`src/rtl/viterbi_acs_pmu.sv`:
```
// Add-compare-select and path-metric unit for a rate-1/2, K=3 hard-decision
// Viterbi decoder: four saturating path metrics plus per-state survivor bits.
module viterbi_acs_pmu #(
    parameter int PM_W  = 4,
    parameter int CNT_W = 8
) (
    input  logic                clk,
    input  logic                rst,
    input  logic                in_valid,
    input  logic                frame_start,
    input  logic [1:0]          rec_code,
    output logic                out_valid,
    output logic [3:0]          decision,
    output logic [1:0]          best_state,
    output logic [4*PM_W-1:0]   pm_flat,
    output logic [CNT_W-1:0]    step_cnt
);

    localparam logic [PM_W-1:0]  PM_MAX = {PM_W{1'b1}};
    localparam logic [PM_W:0]    SAT    = {1'b0, PM_MAX};
    localparam logic [CNT_W-1:0] ONE    = 1;

    logic [PM_W-1:0] pm     [4];
    logic [PM_W-1:0] base   [4];
    logic [PM_W:0]   cand   [4];
    logic [PM_W-1:0] pm_nxt [4];
    logic [PM_W:0]   cmin;
    logic [PM_W:0]   c0;
    logic [PM_W:0]   c1;
    logic [PM_W:0]   diff;
    logic [1:0]      nn;
    logic [1:0]      p0;
    logic [1:0]      p1;
    logic [3:0]      dec_nxt;
    logic [1:0]      best_nxt;

    // Encoder output for leaving state s with input bit u.
    function automatic logic [1:0] exp_code(input logic [1:0] s, input logic u);
        return {u ^ s[0], u ^ s[1] ^ s[0]};
    endfunction

    function automatic logic [PM_W:0] bm(input logic [1:0] rc, input logic [1:0] e);
        logic [1:0] d;
        d = rc ^ e;
        return (PM_W+1)'(d[0]) + (PM_W+1)'(d[1]);
    endfunction

    always_comb begin
        dec_nxt  = '0;
        best_nxt = '0;
        cmin     = '1;
        nn       = '0;
        p0       = '0;
        p1       = '0;
        c0       = '0;
        c1       = '0;
        diff     = '0;
        for (int i = 0; i < 4; i++) begin
            base[i]   = frame_start ? ((i == 0) ? {PM_W{1'b0}} : PM_MAX) : pm[i];
            cand[i]   = '0;
            pm_nxt[i] = '0;
        end
        // Both predecessors of n share input bit n[1]; ties keep p0.
        for (int n = 0; n < 4; n++) begin
            nn = 2'(n);
            p0 = {nn[0], 1'b0};
            p1 = {nn[0], 1'b1};
            c0 = {1'b0, base[p0]} + bm(rec_code, exp_code(p0, nn[1]));
            c1 = {1'b0, base[p1]} + bm(rec_code, exp_code(p1, nn[1]));
            dec_nxt[n] = (c1 < c0);
            cand[n]    = (c1 < c0) ? c1 : c0;
            if (cand[n] < cmin) cmin = cand[n];
        end
        for (int i = 0; i < 4; i++) begin
            diff      = cand[i] - cmin;
            pm_nxt[i] = (diff > SAT) ? PM_MAX : diff[PM_W-1:0];
        end
        for (int i = 3; i >= 0; i--) begin
            if (cand[i] == cmin) best_nxt = 2'(i);
        end
    end

    always_ff @(posedge clk) begin
        if (rst) begin
            for (int i = 0; i < 4; i++) pm[i] <= (i == 0) ? {PM_W{1'b0}} : PM_MAX;
            out_valid  <= 1'b0;
            decision   <= '0;
            best_state <= '0;
            step_cnt   <= '0;
        end else begin
            out_valid <= in_valid;
            if (in_valid) begin
                for (int i = 0; i < 4; i++) pm[i] <= pm_nxt[i];
                decision   <= dec_nxt;
                best_state <= best_nxt;
                step_cnt   <= frame_start ? ONE : step_cnt + ONE;
            end else if (frame_start) begin
                for (int i = 0; i < 4; i++) pm[i] <= (i == 0) ? {PM_W{1'b0}} : PM_MAX;
                step_cnt <= '0;
            end
        end
    end

    for (genvar g = 0; g < 4; g++) begin : g_flat
        assign pm_flat[g*PM_W +: PM_W] = pm[g];
    end

endmodule

```
`config.mk`:
```
export PLATFORM = sky130hd
export DESIGN_NAME = viterbi_acs_pmu
export DESIGN_NICKNAME = d
export VERILOG_FILES = /design/src/rtl/viterbi_acs_pmu.sv
export SDC_FILE = /design/constraint.sdc
export NUM_CORES = 1
export LEC_CHECK = 0
export ABC_AREA = 1
export BUFFER_PORTS_ARGS = -buffer_cell sky130_fd_sc_hd__clkbuf_2
export CELL_PAD_IN_SITES_DETAIL_PLACEMENT = 0
export CELL_PAD_IN_SITES_GLOBAL_PLACEMENT = 1
export CORE_AREA = 2 2 156 113
export CTS_BUF_LIST = sky130_fd_sc_hd__clkbuf_8
export CTS_CLUSTER_SIZE = 8
export DETAILED_ROUTE_END_ITERATION = 16
export DIE_AREA = 0 0 158 115
export PLACE_DENSITY_LB_ADDON = 0.25
export SLEW_MARGIN = 20
export SYNTH_ARGS = -nofsm -noshare
export SYNTH_HDL_FRONTEND = slang
export SYNTH_SLANG_ARGS = --single-unit
```
`constraint.sdc`:
```
create_clock -name clk -period 8.4 [get_ports clk]
set_input_delay 0.84 -clock clk [delete_from_list [all_inputs] [get_ports clk]]
set_output_delay 0.84 -clock clk [all_outputs]
set_load 0.01 [all_outputs]
```
# Yosys cells after proc, flatten, opt, wreduce, memory -nomap -nowiden
# Memories as Yosys holds them, arrays and structs flattened.
# Index checks and enable logic that the tools add are counted.
# classes
shift,0
n_mux,40
n_mul,0
order_cmp,12
n_bitwise,11
n_div,0
reduce_logical,1
n_eq_ne,4
add_sub_neg,17
# op_table
cell,count
4-bit 2-to-1 mux,16
5-bit 2-to-1 mux,8
5-bit less-than comparator,7
8-bit 2-to-1 mux,3
4-bit by 2-bit adder with 5-bit output,4
4-bit by 5-bit adder with 5-bit output,4
5-bit == test,4
5-bit by 4-bit greater-than comparator with 1-bit output (second input constant),4
5-bit subtractor,4
1-bit 2-to-1 mux,9
1-bit by 1-bit adder with 2-bit output,4
8-bit by 1-bit adder with 8-bit output (second input constant),1
2-bit 2-to-1 mux,4
1-bit OR,8
5-bit less-than comparator (second input constant),1
1-bit NOT,2
2-bit NOT,1
2-bit nonzero test,1
# word_totals
ram_bits,16
romBits,0
ff_bits,15
elab_cells,90
mem_count,1
latch_bits,0
# mem_list
name,words,word_bits,read_ports,rd_ports_with_merged_regs,wr,line_no,text
pm,4,4,4,0,4,23,logic [PM_W-1:0] pm [4];

# Depth between registers and ports, before layout
# logic_depth
depth_word,18
ltp_mapped,56
mapped_depth_nobuf,55

# Worst setup path before layout
# No wires, ideal clock.
# synth_path
kind,input to register
from,input frame_start
to,memory pm[0][2]
cell_stages,44
arrival_ns,8.190
setup_ns,0.124
slack_ns,0.086
path_cell_list,buf_6 -> clkbuf_1 -> or2_2 -> ha_1 -> inv_1 -> fa_1 -> nor3_1 -> ha_1 -> a21oi_1 -> nand3_2 -> inv_1 -> nand2_1 -> o21ai_1 -> ha_1 -> a21oi_1 -> nor2_1 -> a211oi_1 -> nand2_4 -> [... 8 more ...] -> nand2_4 -> nand2_1 -> o21a_1 -> inv_1 -> ha_1 -> inv_1 -> o21ai_4 -> nand2_4 -> o21ai_0 -> ha_1 -> inv_1 -> fa_1 -> a221oi_1 -> inv_1 -> nand2_1 -> nand2_1 -> o21ai_1 -> o21ai_0
# synth_rtl
element,line_no,text
from (decl),10,"input logic frame_start,"
to (decl),23,

==> results.md <==
- Synthesis produced a netlist with a net count of 679.
- The number of rows created at floorplan is 40.
- The share of the core filled with cells in the final layout is 29.59%.
- During placement, the flow inserted port buffers numbering 36.
- The total clock buffers created by CTS is 5.
- The first global-routing pass estimated 21470 um of wire.
- After legalization and detailed placement, the total HPWL measured 11650 um.
- The count of unresolved DRC violations after routing is 0.
- The clock input transition at the sequential cells of the worst setup and hold paths is 0.07 ns.
- The most repeated cell in the gate-level netlist after synthesis is nand2_1.
- The critical path is of the in -> reg type.
- The post-synthesis cell type count is 39.
- The count of nets left with antenna violations once routing finished came out at 0.
- The post-route worst setup slack is 0.5854 ns.
- The via count of the first global-routing pass is 4011.
- The hold buffer count at cts is 0.
- The commonest cells after synthesis are nand2_1 (143), inv_1 (100), ha_1 (55), nand3_1 (46), nor2_1 (40).
- The number of antenna diodes in the final layout is 0.
- For this run, asynchronously set or reset flops after synthesis account for 0%.
- The latest clock arrival within the worst-skew pair is 0.29 ns.
- In this run, synthesis produced a sequential element count of 31.
- The average instance in the mapped netlist occupies 6.700 um2.
- The pin count of the biggest net entering global routing is 18.
- STA classifies the critical path startpoint as an input pin.
- Timing would allow up to 128.0 MHz.
- In the final layout, the share of cells above drive strength 1 is 22.12%.
- The clock skew after layout is 0.003751 ns.
- The Yosys warning count is 0.
- The share of the Yosys chip area taken by registers is 17.11%.
- The area share of the largest cell type after synthesis is 16.81%.
- The count of non-filler cells in the finished layout is 909.
- The number of clock sinks is 31.
- The longest clock path from root to sink contains 2 buffers.
- The via count of the routed design is 4050.
- The routed length per instance is 14.68 um.
- The vertical die dimension is 115 um.
- The area enclosed by the die boundary is 18170 um2.
- The count of final max-slew check failures is 0.
- TritonCTS built the clock tree.
- The synthesized netlist occupies a cell area of 4094 um2.
- The post-synthesis instance total is 611.
- In this run the horizontal extent of the chip is 158 um.
- Setup violations remaining at the end of the flow were counted as 0.
- The H-tree was split into 2 levels.
- ha_1 takes more of the synthesized area than any other cell.
- The number of failing hold endpoints at the final stage is 0.
- The placed instances occupy a cell area of 4727 um2.
- Counting I/O delays and the setup requirement, the final critical path takes 7.815 ns.
- In the final design database the tool counted 745 nets.
- The critical path buffer and inverter count is 13.
- The root buffer cell is clkbuf_8.
- Measured against its own limit, the worst slew margin works out to 33.59%.
- The post-placement setup slack is -0.04160 ns.
- The global-route congestion overflow total is 0.
- The flow ran to the end, and the final reports show no timing, DRC or antenna violations.
- The number of placed instances, taps included, is 899.
- The number of placed I/O pins is 37.
- The count of maximum capacitance violations is 0.
- Among all flip-flop cells after synthesis, the most frequent one is dfxtp_1.
- The number of antenna violations at the first check in global routing is 0.
- In the post-synthesis netlist, the biggest area contributors are ha_1 (17%), nand2_1 (13%), dfxtp_1 (11%).
- The cell family contributing the most delay on the critical path is adder cells.
- The effective utilization at floorplan is 24.49%.
- The global-route total usage across every layer is 15.32%.
- After floorplanning, the core was sized to cover 16720 um2.
- At the end of routability-driven placement, the weighted congestion stood at 0.8943.
- The relative area change from synthesis to final layout is 20.81%.
- The final cycle utilization of the critical path is 93.03%.
- Summing all non-filler instances in the final layout gives an area of 4946 um2.
- The first routing iteration left 224 violations.
- The sum of routed wire length over all layers is 13340 um.
- The arrival time at the worst endpoint is 7.99 ns.
- In this design, the stage delay of the slowest critical-path cell is 0.42 ns.
- The average via count per standard cell is 4.455.
- The number of flops mapped to enable cells by yosys is 8.
- The slowest stage of the critical path is the fa_1 cell.
- The worst hold-check path type is reg -> reg.
- The first-pass iteration count of the detailed router is 5.
- STA classifies the critical path endpoint as a flip-flop.
- The highest fanout seen on the critical path is 6.
- At the pin with the least slew margin, the transition time is 0.9925 ns.
- The required time of the critical path is 8.57 ns.
[logic make-up after synthesis]
kind of cell             count (synthesis)  share of synthesized area [%]
buffers and inverters                  113                          10.57
adder cells (fa/ha/maj)                 62                          20.23
flip-flops                              31                          17.11
AND/OR/NAND/NOR                        304                          35.97
XOR/XNOR                                24                          5.502
AO/OA/AOI/OAI                           77                          10.60
[final timing paths]
path	startpoint	slack [ns]	to	cells after the start
worst max-delay path	rec_code[0]	0.59	pm[0][2]	52
worst min-delay path	best_state[0]	0.45	best_state[0]	2
worst max register to register	pm[2][0]	0.98	pm[0][2]	48
worst min register to register	best_state[0]	0.45	best_state[0]	2
[per-layer routing]
metal	global-route usage (%)	share of wire, %	vias to the layer above
met2	23.65	41	78
li1	-	-	2104
met5	0	0	-
met4	2.342	0.74	0
met1	22.97	54	1857
met3	2.186	4.2	11
[state kept, by name, indices dropped and copies added, names as in the netlist]
name / count
best_state: 2
decision: 4
step_cnt: 8
pm: 16
out_valid: 1
[worst reg2reg max path, delay by kind of cell, from the launching register on]
| kind | cells | cell delay, ns |
|---|---|---|
| buffers and inverters | 8 | 0.78 |
| AOI/OAI and AO/OA | 11 | 1.60 |
| DFF | 1 | 0.45 |
| and+or+nand+nor | 20 | 1.81 |
| adders and majority gates | 8 | 2.44 |
| xor gates and xnor gates | 1 | 0.21 |
[layout by cell type (no fill, tap or decap), types with 3 or more instances in the layout]
cell,netlist,final
nand2_2,18,18
o21ai_1,10,12
or2_2,4,4
nor3_1,4,3
nand4_1,14,14
nand2_4,7,7
a21oi_1,23,21
clkbuf_2,0,35
ha_1,55,52
nor2_2,6,8
clkbuf_8,0,7
xor2_2,1,4
fa_1,7,7
nand3_2,9,8
inv_1,100,98
dfxtp_1,23,23
buf_4,0,28
nand3_1,46,46
nor2_1,40,38
edfxtp_1,8,8
o21ai_2,4,4
xor2_1,20,17
inv_2,8,10
or2_1,6,6
nand2_1,143,143
o21a_1,3,3
o21ai_0,32,29
[layout make-up]
type / count / area (um2)
Inverter: 109 / 409.1
Clock inverter: 1 / 7.507
Tap cell: 231 / 289.0
Fill cell: 1884 / 11770
Multi-Input combinational cell: 467 / 3058
Sequential cell: 31 / 700.7
Timing Repair Buffer: 63 / 385.4
Clock buffer: 7 / 96.34
[per-stage QoR]
stage,hold slack (ns),setup TNS (ns)
detailed placement,0.4433,-0.06687
global route,0.4883,-0.08179
CTS,0.4586,0
floorplan,0.4761,0
finish,0.4526,0
global placement,0.4441,0
[what timing repair did]
| action | in CTS | in global routing |
|---|---|---|
| resized for setup | 0 | 25 |
| hold endpoints to repair | 0 | 0 |
| endpoints found under the setup margin | 0 | 17 |
| setup buffers | 0 | 2 |
Power is not shown: default switching activity piles up to over one toggle a cycle in this logic, so the estimate is an artifact.
